File: config.mk
export PLATFORM = sky130hd
export DESIGN_NAME = fifo_traffic_tester
export DESIGN_NICKNAME = d
export VERILOG_FILES = /design/src/rtl/fifo_traffic_tester_pkg.sv /design/src/rtl/fifo_traffic_tester_seq_checker.sv /design/src/rtl/fifo_traffic_tester.sv
export SDC_FILE = /design/constraint.sdc
export NUM_CORES = 1
export LEC_CHECK = 0
export CORE_MARGIN = 4
export CORE_UTILIZATION = 35
export CTS_CLUSTER_SIZE = 16
export DETAILED_ROUTE_END_ITERATION = 10
export PLACE_DENSITY = 0.69
export SYNTH_ARGS = -nofsm -noshare
export SYNTH_HDL_FRONTEND = slang
export SYNTH_HIERARCHICAL = 1
export SYNTH_SLANG_ARGS = --single-unit
File: constraint.sdc
create_clock -name clk -period 6.05 [get_ports clk]
set_input_delay 0.9075 -clock clk [delete_from_list [all_inputs] [get_ports clk]]
set_output_delay 0.9075 -clock clk [all_outputs]
set_load 0.05 [all_outputs]
File: src/rtl/fifo_traffic_tester_pkg.sv
// Shared definitions for the FIFO traffic generator and its sequence checker,
// so both sides compute the identical data sequence.
package fifo_traffic_tester_pkg;

    localparam int          MODE_INC     = 0;
    localparam int          MODE_LFSR    = 1;
    localparam int          MAX_W        = 64;
    localparam logic [31:0] DEFAULT_TAPS = 32'h8020_0003;

    typedef enum logic [0:0] {
        UNLOCKED = 1'b0,
        LOCKED   = 1'b1
    } chk_state_t;

    // Next pattern word; x is right-aligned in MAX_W bits, result is masked to width.
    function automatic logic [MAX_W-1:0] pattern_next(
        input logic [MAX_W-1:0] x,
        input int               width,
        input int               mode,
        input logic [MAX_W-1:0] taps
    );
        logic [MAX_W-1:0] mask;
        logic [MAX_W-1:0] nxt;
        mask = {MAX_W{1'b0}};
        for (int i = 0; i < MAX_W; i++) begin
            mask[i] = (i < width) ? 1'b1 : 1'b0;
        end
        if (mode == MODE_LFSR) begin
            nxt = {x[MAX_W-2:0], ^(x & taps & mask)};
        end else begin
            nxt = x + 64'd1;
        end
        return nxt & mask;
    endfunction

endpackage

File: src/rtl/fifo_traffic_tester_seq_checker.sv
// Read-side sequence checker: locks to the first word, then flags every word
// that does not follow its predecessor and resyncs on it.
module seq_checker
    import fifo_traffic_tester_pkg::*;
#(
    parameter int               WIDTH     = 32,
    parameter int               MODE      = 0,
    parameter logic [WIDTH-1:0] TAPS      = WIDTH'(DEFAULT_TAPS),
    parameter int               ERR_CNT_W = 16
) (
    input  logic                 clk,
    input  logic                 rst,
    input  logic                 rd_en,
    input  logic [WIDTH-1:0]     dout,
    input  logic                 chk_clr,
    output logic                 locked,
    output logic                 err,
    output logic                 err_sticky,
    output logic [ERR_CNT_W-1:0] err_cnt,
    output logic [WIDTH-1:0]     err_exp,
    output logic [WIDTH-1:0]     err_act,
    output logic [31:0]          rx_cnt
);

    localparam logic [ERR_CNT_W-1:0] ERR_MAX = {ERR_CNT_W{1'b1}};
    localparam logic [ERR_CNT_W-1:0] ERR_ONE = {{(ERR_CNT_W-1){1'b0}}, 1'b1};

    chk_state_t           state_r;
    logic                 vld_r;
    logic                 err_r;
    logic                 err_sticky_r;
    logic [ERR_CNT_W-1:0] err_cnt_r;
    logic [WIDTH-1:0]     exp_r;
    logic [WIDTH-1:0]     err_exp_r;
    logic [WIDTH-1:0]     err_act_r;
    logic [31:0]          rx_cnt_r;
    logic [WIDTH-1:0]     nxt_s;

    assign nxt_s = WIDTH'(pattern_next(MAX_W'(dout), WIDTH, MODE, MAX_W'(TAPS)));

    // Lock / compare / resync state machine with error capture and counters.
    always_ff @(posedge clk or posedge rst) begin
        if (rst) begin
            state_r      <= UNLOCKED;
            vld_r        <= 1'b0;
            err_r        <= 1'b0;
            err_sticky_r <= 1'b0;
            err_cnt_r    <= {ERR_CNT_W{1'b0}};
            exp_r        <= {WIDTH{1'b0}};
            err_exp_r    <= {WIDTH{1'b0}};
            err_act_r    <= {WIDTH{1'b0}};
            rx_cnt_r     <= 32'd0;
        end else begin
            vld_r <= rd_en;
            err_r <= 1'b0;
            if (chk_clr) begin
                state_r      <= UNLOCKED;
                err_sticky_r <= 1'b0;
                err_cnt_r    <= {ERR_CNT_W{1'b0}};
                err_exp_r    <= {WIDTH{1'b0}};
                err_act_r    <= {WIDTH{1'b0}};
                rx_cnt_r     <= 32'd0;
            end else if (vld_r) begin
                exp_r <= nxt_s;
                case (state_r)
                    UNLOCKED: state_r <= LOCKED;
                    LOCKED: begin
                        if (dout == exp_r) begin
                            rx_cnt_r <= rx_cnt_r + 32'd1;
                        end else begin
                            err_r <= 1'b1;
                            if (err_cnt_r != ERR_MAX) begin
                                err_cnt_r <= err_cnt_r + ERR_ONE;
                            end
                            // Only the first mismatch since clear is captured.
                            if (!err_sticky_r) begin
                                err_sticky_r <= 1'b1;
                                err_exp_r    <= exp_r;
                                err_act_r    <= dout;
                            end
                        end
                    end
                    default: state_r <= UNLOCKED;
                endcase
            end
        end
    end

    assign locked     = (state_r == LOCKED);
    assign err        = err_r;
    assign err_sticky = err_sticky_r;
    assign err_cnt    = err_cnt_r;
    assign err_exp    = err_exp_r;
    assign err_act    = err_act_r;
    assign rx_cnt     = rx_cnt_r;

endmodule

File: src/rtl/fifo_traffic_tester.sv
// FIFO loopback traffic tester: throttled pattern generator on the write side,
// read strobe generation and a sequence checker on the read side.
module fifo_traffic_tester
    import fifo_traffic_tester_pkg::*;
#(
    parameter int               WIDTH     = 32,
    parameter int               CNT_W     = 11,
    parameter int               AF_LEVEL  = 2032,
    parameter int               MODE      = MODE_INC,
    parameter logic [WIDTH-1:0] TAPS      = WIDTH'(DEFAULT_TAPS),
    parameter logic [WIDTH-1:0] SEED      = WIDTH'(32'd1),
    parameter int               ERR_CNT_W = 16
) (
    input  logic                 clk,
    input  logic                 rst,
    input  logic                 gen_en,
    input  logic [1:0]           gen_duty,
    output logic                 wr_en,
    output logic [WIDTH-1:0]     din,
    input  logic                 wr_full,
    input  logic [CNT_W-1:0]     wr_data_count,
    input  logic                 chk_en,
    input  logic                 rd_empty,
    output logic                 rd_en,
    input  logic [WIDTH-1:0]     dout,
    input  logic                 chk_clr,
    output logic                 locked,
    output logic                 err,
    output logic                 err_sticky,
    output logic [ERR_CNT_W-1:0] err_cnt,
    output logic [WIDTH-1:0]     err_exp,
    output logic [WIDTH-1:0]     err_act,
    output logic [31:0]          rx_cnt
);

    logic [2:0]       phase_r;
    logic             wr_en_r;
    logic [WIDTH-1:0] din_r;
    logic             opportunity_s;
    logic             below_af_s;
    logic             write_s;

    // Write opportunity every 1/2/4/8 cycles, taken from the free-running phase.
    always_comb begin
        opportunity_s = 1'b1;
        case (gen_duty)
            2'd0:    opportunity_s = 1'b1;
            2'd1:    opportunity_s = (phase_r[0] == 1'b0);
            2'd2:    opportunity_s = (phase_r[1:0] == 2'b00);
            2'd3:    opportunity_s = (phase_r == 3'b000);
            default: opportunity_s = 1'b1;
        endcase
    end

    assign below_af_s = (32'(wr_data_count) < 32'(AF_LEVEL));
    assign write_s    = gen_en & opportunity_s & ~wr_full & below_af_s;

    // Registered write strobe; data advances after each word actually written.
    always_ff @(posedge clk or posedge rst) begin
        if (rst) begin
            phase_r <= 3'd0;
            wr_en_r <= 1'b0;
            din_r   <= SEED;
        end else begin
            phase_r <= phase_r + 3'd1;
            wr_en_r <= write_s;
            if (wr_en_r) begin
                din_r <= WIDTH'(pattern_next(MAX_W'(din_r), WIDTH, MODE, MAX_W'(TAPS)));
            end
        end
    end

    assign wr_en = wr_en_r;
    assign din   = din_r;

    // Read strobe stays combinational so it is live even while in reset.
    assign rd_en = chk_en & ~rd_empty;

    seq_checker #(
        .WIDTH     (WIDTH),
        .MODE      (MODE),
        .TAPS      (TAPS),
        .ERR_CNT_W (ERR_CNT_W)
    ) u_checker (
        .clk        (clk),
        .rst        (rst),
        .rd_en      (rd_en),
        .dout       (dout),
        .chk_clr    (chk_clr),
        .locked     (locked),
        .err        (err),
        .err_sticky (err_sticky),
        .err_cnt    (err_cnt),
        .err_exp    (err_exp),
        .err_act    (err_act),
        .rx_cnt     (rx_cnt)
    );

endmodule

==> results.md, run 1 <==
* DR vias/cell at 5.17
* Post-synth top area cell: dfrtp_1
* Post-synthesis sequential area ratio at 0.505
* CP max FO at 26
* Syn_nets at 957
* Post-synth EDFFs at 0
* Worst Path Required at 6360 ps
* IO Port Bufs at 196
* Max-slew headroom at 0.264
* Worst Path Buf+Inv at 1
* Number of cells on the worst hold path at 1
* HPWL after DPL at 17900 um
* Antenna fix cells at 0
* Post-Synth Adder-Cell Area at 0.00823
* CP cell instances: clkdlybuf4s50_1 -> xnor2_1 -> nand4_1 -> nor4_1 -> nand2_1 -> nor4_1 -> mux2_2
* Cts bufs inserted at 17
* CP delay by family, top: simple AND/OR/NAND/NOR gates
* Clk network pwr share at 0.388
* Hold_buf cts at 0
* First-pass GRT wire length at 39800 um
* Top routing layer in use: met4
* VDD IR max at 0.253 mV
* Drt total wl at 25000 um
* Yosys Warn Count at 6
* Iteration-0 DRC Markers at 450
* Max-cap violations at 0
* H-tree Lvls at 4
* DRC Markers at 0
* Unrepaired setup endpoints after global routing: false
* Initial antenna violation count at 0
* Sequential fraction of design power at 0.473
* Io pins at 201
* DR pass1 iterations at 5
* Synth Area in XOR/XNOR at 0.0968
* Area Overhead vs Synth at 31.1%
* Lkg Pwr at 4.78 nW
* Hold Path Class: register to register
* Final setup viols at 0
* Routed met1 length at 10900 um
* Worst Hold Launch: phase_r[0]
* Final hold vios at 0
* Vias at 7322
* Clock buffer depth at 2
* Synth Area in Compound Gates at 0.0664
* Sw Ratio at 0.303
* Root Buffer: clkbuf_16
* Fillers at 2392
* PD cells at 241 nW/um^2
* Fmax at 230 MHz
* Combinational Power Share at 0.139
* Top cells by area, synth: dfrtp_1 (50%), mux2i_1 (7.4%), xnor2_1 (6.9%)
* Final min period at 4340 ps
* Top cells by count, synth: dfrtp_1 (183), nor2_1 (107), nand2_1 (80)
* Switching pwr at 0.000872 W
* Overall routing resource usage at 0.173
* Setup bufs post-CTS at 0
* Post-synth ARST share at 1.00
* Nets at 1131
* Largest net degree at the start of global routing at 101
* CTS tree: done
* Startpoint types: input pin
* Arrival @ worst endpoint at 4650 ps
* Avg Cell Area, Syn at 10.1 sq um
* Worst Slack Setup Final at 1710 ps
* Yosys reg bits at 184
* Worst setup EP type: register
* Number of global-route vias before repair at 7261
* DP Worst Slack at 1320 ps
* Cts repair resizes at 0
* Synth cell types at 57
* Grt total ovfl at 0
* Multi-input gate area at 4240 sq um
* Worst slew pin tran at 1090 ps
* Post-Layout Cell Count at 1416
* CTS Sinks at 184
* CP startpoint: dout[29]
* Post-Syn Area at 9120 sq um
* Post-Synth Simple-Gate Area at 0.207
* DR WL/cell at 17.6 um
* DIE AREA at 28700 sq um
* Main combinational cell family by area after synthesis: simple AND/OR/NAND/NOR gates
* FP Rows at 58
* Worst path slowest cell: nor4_1
* Top-count cell post-synth: dfrtp_1
* Status: finished, final reports clean
* Cell internal pwr at 0.00201 W
* Mux share of post-synthesis cell area at 0.0846
* Routability cong. at 0.821
* Setup Skew at 14.9 ps
* Clock latency on the worst-skew pair at 430 ps
* Reg2reg path depth at 6
* Post-synthesis cell count at 899
* CP max stage delay at 950 ps
* Total core area at 25400 sq um
* Placed Cells at 1384
* DIE HEIGHT at 169 um
* Max-slew violations at 0
* Clock slew at reported path FFs at 80 ps
* Share of post-route cells with drive strength above 1 at 0.0562
* Most used cell, CP: nor4_1
* CP Class: input pin to register
* Initial Util at 0.359
* Total negative slack at 0 ps
* Register Area at 4610 sq um
* Dominant synthesized flop cell: dfrtp_1
* Die X at 169 um
* Total power at 0.00288 W
* Met2 WL post-DR at 11500 um
* Stages on the worst setup path at 7
* Antenna-violating nets left at 0
* Worst reg2reg path startpoint: u_checker/exp_r[24]
* Period Utilization, post-route at 0.717
* Post-synth top area share at 0.502
* Metal3 WL at 2160 um
-- registers in the layout, indices dropped and copies added, names as in the netlist --
register              cells
din                      32
phase_r                   3
u_checker/err             1
u_checker/err_act        32
u_checker/err_cnt        16
u_checker/err_exp        32
u_checker/err_sticky      1
u_checker/exp_r          32
u_checker/locked          1
u_checker/rx_cnt         32
u_checker/vld_r           1
wr_en                     1
-- final timing paths --
| path | slack [ps] | endpoint |
|---|---|---|
| min in group asynchronous | 800 | u_checker/err_act[9] |
| max in group asynchronous | 4110 | u_checker/err_cnt[0] |
| min | 490 | phase_r[0] |
| max reg2reg | 2340 | u_checker/rx_cnt[15] |
| min reg2reg | 490 | phase_r[0] |
| max | 1710 | u_checker/rx_cnt[15] |
-- layout by cell type, fill, tap and decap left out, types with 6 or more instances in the layout --
cell and instances:
and4_1 9, ha_1 6, o21ai_0 41, o31ai_1 9, nor2b_1 10, nand4_1 39, inv_1 14, nor2_1 107
or3_1 13, a21oi_1 24, mux2i_1 67, nor4_1 8, and3_1 20, clkdlybuf4s50_1 195, nand2_1 79, or4_1 12
nor3_1 13, dfrtp_1 183, buf_4 7, nand3_1 35, xor2_1 27, clkbuf_16 17, clkinv_8 7, xnor2_1 72
-- per-stage QoR --
step / hold slack, ps / cell area [sq um] / utilization
final: 489 / 12000 / 0.471
after global placement: 462 / 11300 / 0.447
after CTS: 495 / 12000 / 0.471
after floorplan: 438 / 9120 / -
after detailed placement: 480 / 11300 / 0.447
after global routing: 521 / 12000 / 0.471
-- cells by family after synthesis --
group                    count (synthesis)
adder cells (fa/ha/maj)                  6
AND/OR/NAND/NOR                        370
flip-flops                             184
buffers and inverters                   63
AO/OA/AOI/OAI                          100
multiplexers                            76
XOR/XNOR                               100
-- routing by layer --
metal / up-vias / track usage
li1: 3507 / -
met1: 3564 / 0.228
met2: 228 / 0.270
met3: 23 / 0.0676
met4: 0 / 0.0385
met5: - / 0
-- power groups by stage --
stage                     Combinational [W]  Sequential, W  Clock, W
after detailed placement           0.000405        0.00139         0
after CTS                          0.000406        0.00136   0.00115
after global routing               0.000434        0.00137   0.00120
after global placement             0.000400        0.00138         0
after floorplan                    0.000168        0.00146         0
final                              0.000401        0.00136   0.00112
-- final cells by class --
type | instances | share of cell area
tap | 330 | 0.0345
sequential | 184 | 0.385
clock buffer | 18 | 0.0359
timing repair buffer | 203 | 0.169
inverter | 15 | 0.00513
multi-input combinational | 652 | 0.355
clock inverter | 14 | 0.0151
(Power assumes the default switching activity.)
==> inputs of run 2 (changes only) <==
Clock period 6.05 ns to 4.5 ns, I/O delays scaled along.
==> run 2 against run 1 <==
Against the previous run: first-iteration DRC count up 9.1%; critical endpoint is now u_checker/rx_cnt[25]; clock skew grew 0.57 ps; clock power increased by 45%.
==> results.md, run 2 (synthesized netlist as in run 1, its figures left out) <==
* Unrepaired setup endpoints after global routing: false
* Clock buffer depth at 2
* Die X at 169 um
* IO Port Bufs at 196
* Hold_buf cts at 0
* HPWL after DPL at 17700 um
* Cts bufs inserted at 17
* Worst Path Required at 4800 ps
* Root Buffer: clkbuf_16
* PD cells at 331 nW/um^2
* CP delay by family, top: simple AND/OR/NAND/NOR gates
* Multi-input gate area at 4240 sq um
* Drt total wl at 24900 um
* Antenna-violating nets left at 0
* Hold Path Class: register to register
* Worst Hold Launch: din[31]
* Vias at 7347
* Initial Util at 0.359
* Worst path slowest cell: or4_1
* Setup Skew at 15.4 ps
* Worst slew pin tran at 1110 ps
* CTS Sinks at 184
* Largest net degree at the start of global routing at 89
* Total core area at 25400 sq um
* Clock slew at reported path FFs at 80 ps
* Number of global-route vias before repair at 7246
* VDD IR max at 0.257 mV
* CP Class: input pin to register
* Share of post-route cells with drive strength above 1 at 0.0623
* CP startpoint: dout[22]
* Max-slew violations at 0
* Io pins at 201
* FP Rows at 58
* Register Area at 4610 sq um
* Routability cong. at 0.816
* R2r setup slk at 1580 ps
* Lkg Pwr at 4.83 nW
* CP cell instances: clkdlybuf4s50_1 -> xnor2_1 -> nand4_1 -> or4_1 -> or4_4 -> nor3_1 -> mux2_1
* Arrival @ worst endpoint at 3660 ps
* Fillers at 2372
* Worst Path Buf+Inv at 1
* CTS tree: done
* Fmax at 298 MHz
* CP max FO at 9
* Commonest non-fill, non-tap cell in the layout: clkdlybuf4s50_1
* Setup bufs post-CTS at 0
* DIE AREA at 28700 sq um
* Worst setup EP type: register
* DR pass1 iterations at 5
* Final hold vios at 0
* Initial antenna violation count at 0
* DR vias/cell at 5.17
* Reg2reg path depth at 6
* Max-cap violations at 0
* Area Overhead vs Synth at 32.0%
* Overall routing resource usage at 0.174
* First-pass GRT wire length at 40500 um
* Total power at 0.00399 W
* Final setup viols at 0
* DR WL/cell at 17.5 um
* Nets at 1138
* Number of cells on the worst hold path at 1
* Commonest cells after routing, fill and taps aside: clkdlybuf4s50_1 (195), dfrtp_1 (183), nor2_1 (107)
* Total negative slack at 0 ps
* R2r endpoint: u_checker/rx_cnt[25]
* Startpoint types: input pin
* Final min period at 3350 ps
* Period Utilization, post-route at 0.745
* Antenna fix cells at 0
* CP max stage delay at 770 ps
* Worst Hold End: din[31]
* Max-slew headroom at 0.257
* H-tree Lvls at 4
* Grt total ovfl at 0
* Clock latency on the worst-skew pair at 430 ps
* Worst reg2reg path startpoint: u_checker/exp_r[22]
* Status: finished, final reports clean
* Cts repair resizes at 0
* DRC Markers at 0
* Iteration-0 DRC Markers at 491
* DIE HEIGHT at 169 um
[run 2: how the worst max path moves through the flow]
| stage | depth (start not counted) | slack (ps) | endpoint |
|---|---|---|---|
| floorplan | 9 | 1550 | u_checker/rx_cnt[26] |
| global placement | 7 | 730 | u_checker/rx_cnt[26] |
| detailed placement | 7 | 700 | u_checker/rx_cnt[25] |
| CTS | 7 | 1150 | u_checker/rx_cnt[25] |
| global route | 9 | 900 | u_checker/rx_cnt[13] |
| finish | 7 | 1150 | u_checker/rx_cnt[25] |
[run 2: worst reg2reg max path, stage by stage, from the launching register on]
cell and delay [ps]:
dfrtp_1 410, xnor2_1 200, nand4_1 180, or4_1 770
or4_4 630, nor3_1 250, mux2_1 340
[run 2: cell type report]
type,instances,area share
Timing Repair Buffer,210,0.174
Tap cell,330,0.0343
Clock buffer,17,0.0353
Multi-Input combinational cell,652,0.352
Sequential cell,184,0.383
Inverter,15,0.00499
Clock inverter,14,0.0168
[run 2: metrics by stage]
stage / instance area [sq um] / hold WS, ps / setup slack (ps) / util / std cells
finish: 12000 / 481 / 1150 / 0.474 / 1422
global route: 12000 / 496 / 903 / 0.474 / 1422
CTS: 12000 / 485 / 1150 / 0.474 / 1422
detailed placement: 11400 / 464 / 700 / 0.449 / 1391
global placement: 11400 / 462 / 730 / 0.449 / 1391
floorplan: 9130 / 438 / 1550 / - / 899
[run 2: where the power goes]
group	switching (W)	internal (W)	leakage [nW]
clock network	0.000713	0.000902	0.306
registers	0.0000927	0.00174	2.50
logic	0.000332	0.000210	2.02
total	0.00114	0.00285	4.83
[run 2: metal layers]
| layer | routed length (um) | global-route usage | up-vias |
|---|---|---|---|
| li1 | - | - | 3506 |
| met1 | 11200 | 0.243 | 3581 |
| met2 | 11200 | 0.263 | 232 |
| met3 | 2020 | 0.0575 | 28 |
| met4 | 379 | 0.0448 | 0 |
| met5 | 0 | 0 | - |
==> inputs of run 3 (changes only) <==
Clock period 4.5 ns to 3.4 ns, I/O delays scaled along.
==> run 3 against run 2 <==
Against the previous run: final cell count increased by 2.6%; clock skew increased by 2.3 ps; critical path depth unchanged; highest routed layer unchanged; critical path type unchanged.
==> results.md, run 3 (synthesized netlist as in run 1, its figures left out) <==
* Final hold vios at 0
* DR WL/cell at 17.4 um
* H-tree Lvls at 4
* PD cells at 419 nW/um^2
* Total core area at 25400 sq um
* Fillers at 2354
* Period Utilization, post-route at 0.908
* DRC Markers at 0
* Vias at 7469
* Clk network pwr share at 0.386
* Max-slew violations at 0
* Worst setup EP type: register
* Number of global-route vias before repair at 7400
* DR vias/cell at 5.12
* Sequential fraction of design power at 0.470
* VDD IR max at 0.395 mV
* Cell internal pwr at 0.00360 W
* Io pins at 201
* Routability cong. at 0.837
* Max-cap violations at 0
* Worst Path Required at 3710 ps
* DIE HEIGHT at 169 um
* Worst slew pin tran at 953 ps
* Drt total wl at 25400 um
* Switching pwr at 0.00156 W
* Die X at 169 um
* Root Buffer: clkbuf_16
* Fmax at 324 MHz
* Combinational Power Share at 0.145
* Status: finished, final reports clean
* Max-slew headroom at 0.365
* Commonest cells after routing, fill and taps aside: clkdlybuf4s50_1 (195), dfrtp_1 (183), nor2_1 (107)
* Startpoint types: input pin
* CP Class: input pin to register
* Iteration-0 DRC Markers at 423
* Worst reg2reg path startpoint: u_checker/exp_r[22]
* DR pass1 iterations at 4
* Initial antenna violation count at 1
* R2r setup slk at 590 ps
* Area Overhead vs Synth at 34.9%
* Clock slew at reported path FFs at 90 ps
* Sw Ratio at 0.303
* Final setup viols at 0
* Nets at 1174
* Antenna-violating nets left at 0
* Setup Skew at 17.7 ps
* Total negative slack at 0 ps
* Reg2reg path depth at 6
* Antenna fix cells at 0
* Arrival @ worst endpoint at 3400 ps
* CTS Sinks at 184
* Unrepaired setup endpoints after global routing: false
* FP Rows at 58
* Final min period at 3090 ps
* Hold Path Class: input pin to asynchronous set/reset pin
* CP max FO at 9
* Initial Util at 0.359
* IO Port Bufs at 196
* CP startpoint: dout[22]
* Cts bufs inserted at 17
* R2r endpoint: u_checker/rx_cnt[25]
* First-pass GRT wire length at 41100 um
* Grt total ovfl at 0
* Overall routing resource usage at 0.179
* CP Capture Point: u_checker/rx_cnt[25]
* Hold_buf cts at 0
* Largest net degree at the start of global routing at 89
* Lkg Pwr at 5.00 nW
* Cts repair resizes at 0
* CTS tree: done
* Min Hold Slack at 380 ps
* Share of post-route cells with drive strength above 1 at 0.0930
* Setup bufs post-CTS at 0
* Commonest non-fill, non-tap cell in the layout: clkdlybuf4s50_1
* Clock latency on the worst-skew pair at 430 ps
* HPWL after DPL at 18700 um
* DIE AREA at 28700 sq um
* Clock buffer depth at 2
-- run 3: cell types whose count changed in the layout (fill, tap and decap cells not counted) --
cell	previous run	this run
buf_12	2	4
inv_6	5	3
bufinv_16	3	0
clkinv_2	0	1
clkinvlp_4	2	1
inv_12	0	1
buf_4	13	47
clkinv_8	1	4
clkinv_4	0	2
-- run 3: metal layers --
metal  routed length, um  vias to the layer above  GRT usage
met5                   0                        -          0
met4                 280                        0     0.0406
met3                2080                       22     0.0624
met2               11600                      228      0.276
met1               11500                     3629      0.244
li1                    -                     3590          -
-- run 3: power by group through the flow --
| stage | logic [W] | registers, W | clock network, W |
|---|---|---|---|
| 2_1_floorplan | 0.000300 | 0.00260 | 0 |
| 6_report | 0.000748 | 0.00242 | 0.00199 |
| 4_1_cts | 0.000756 | 0.00242 | 0.00205 |
| 5_1_grt | 0.000809 | 0.00244 | 0.00213 |
| 3_5_place_dp | 0.000754 | 0.00246 | 0 |
| 3_3_place_gp | 0.000746 | 0.00246 | 0 |
-- run 3: metrics by stage --
stage | power [W] | instances | worst slack, ps | util | area (sq um)
after floorplan | 0.00290 | 899 | 513 | - | 9130
after global placement | 0.00321 | 1427 | -99.4 | 0.461 | 11700
after detailed placement | 0.00322 | 1427 | -107 | 0.461 | 11700
after CTS | 0.00523 | 1459 | 356 | 0.485 | 12300
after global routing | 0.00539 | 1459 | 188 | 0.485 | 12300
final | 0.00516 | 1459 | 313 | 0.485 | 12300
-- run 3: worst max-delay path: stages --
cell,delay (ps)
clkdlybuf4s50_1,540
xnor2_1,300
nand4_1,190
or4_1,680
or4_4,600
nor3_1,220
mux2_1,340
-- run 3: worst min path at each step --
stage / from / to / slack, ps / depth (start not counted)
2_1_floorplan: phase_r[2] / phase_r[2] / 440 / 1
3_3_place_gp: din[31] / din[31] / 460 / 1
3_5_place_dp: phase_r[2] / phase_r[2] / 460 / 1
4_1_cts: rst / u_checker/err_act[4] / 370 / 2
5_1_grt: rst / u_checker/err_act[4] / 390 / 2
6_report: rst / u_checker/err_act[4] / 380 / 2
-- run 3: area by class of cell --
cell class	instances	area, sq um	share of cell area
Clock inverter	15	175	0.0142
Sequential cell	184	4610	0.374
Tap cell	330	413	0.0335
Clock buffer	17	425	0.0346
Timing Repair Buffer	246	2380	0.194
Inverter	15	60.1	0.00488
Multi-Input combinational cell	652	4240	0.345
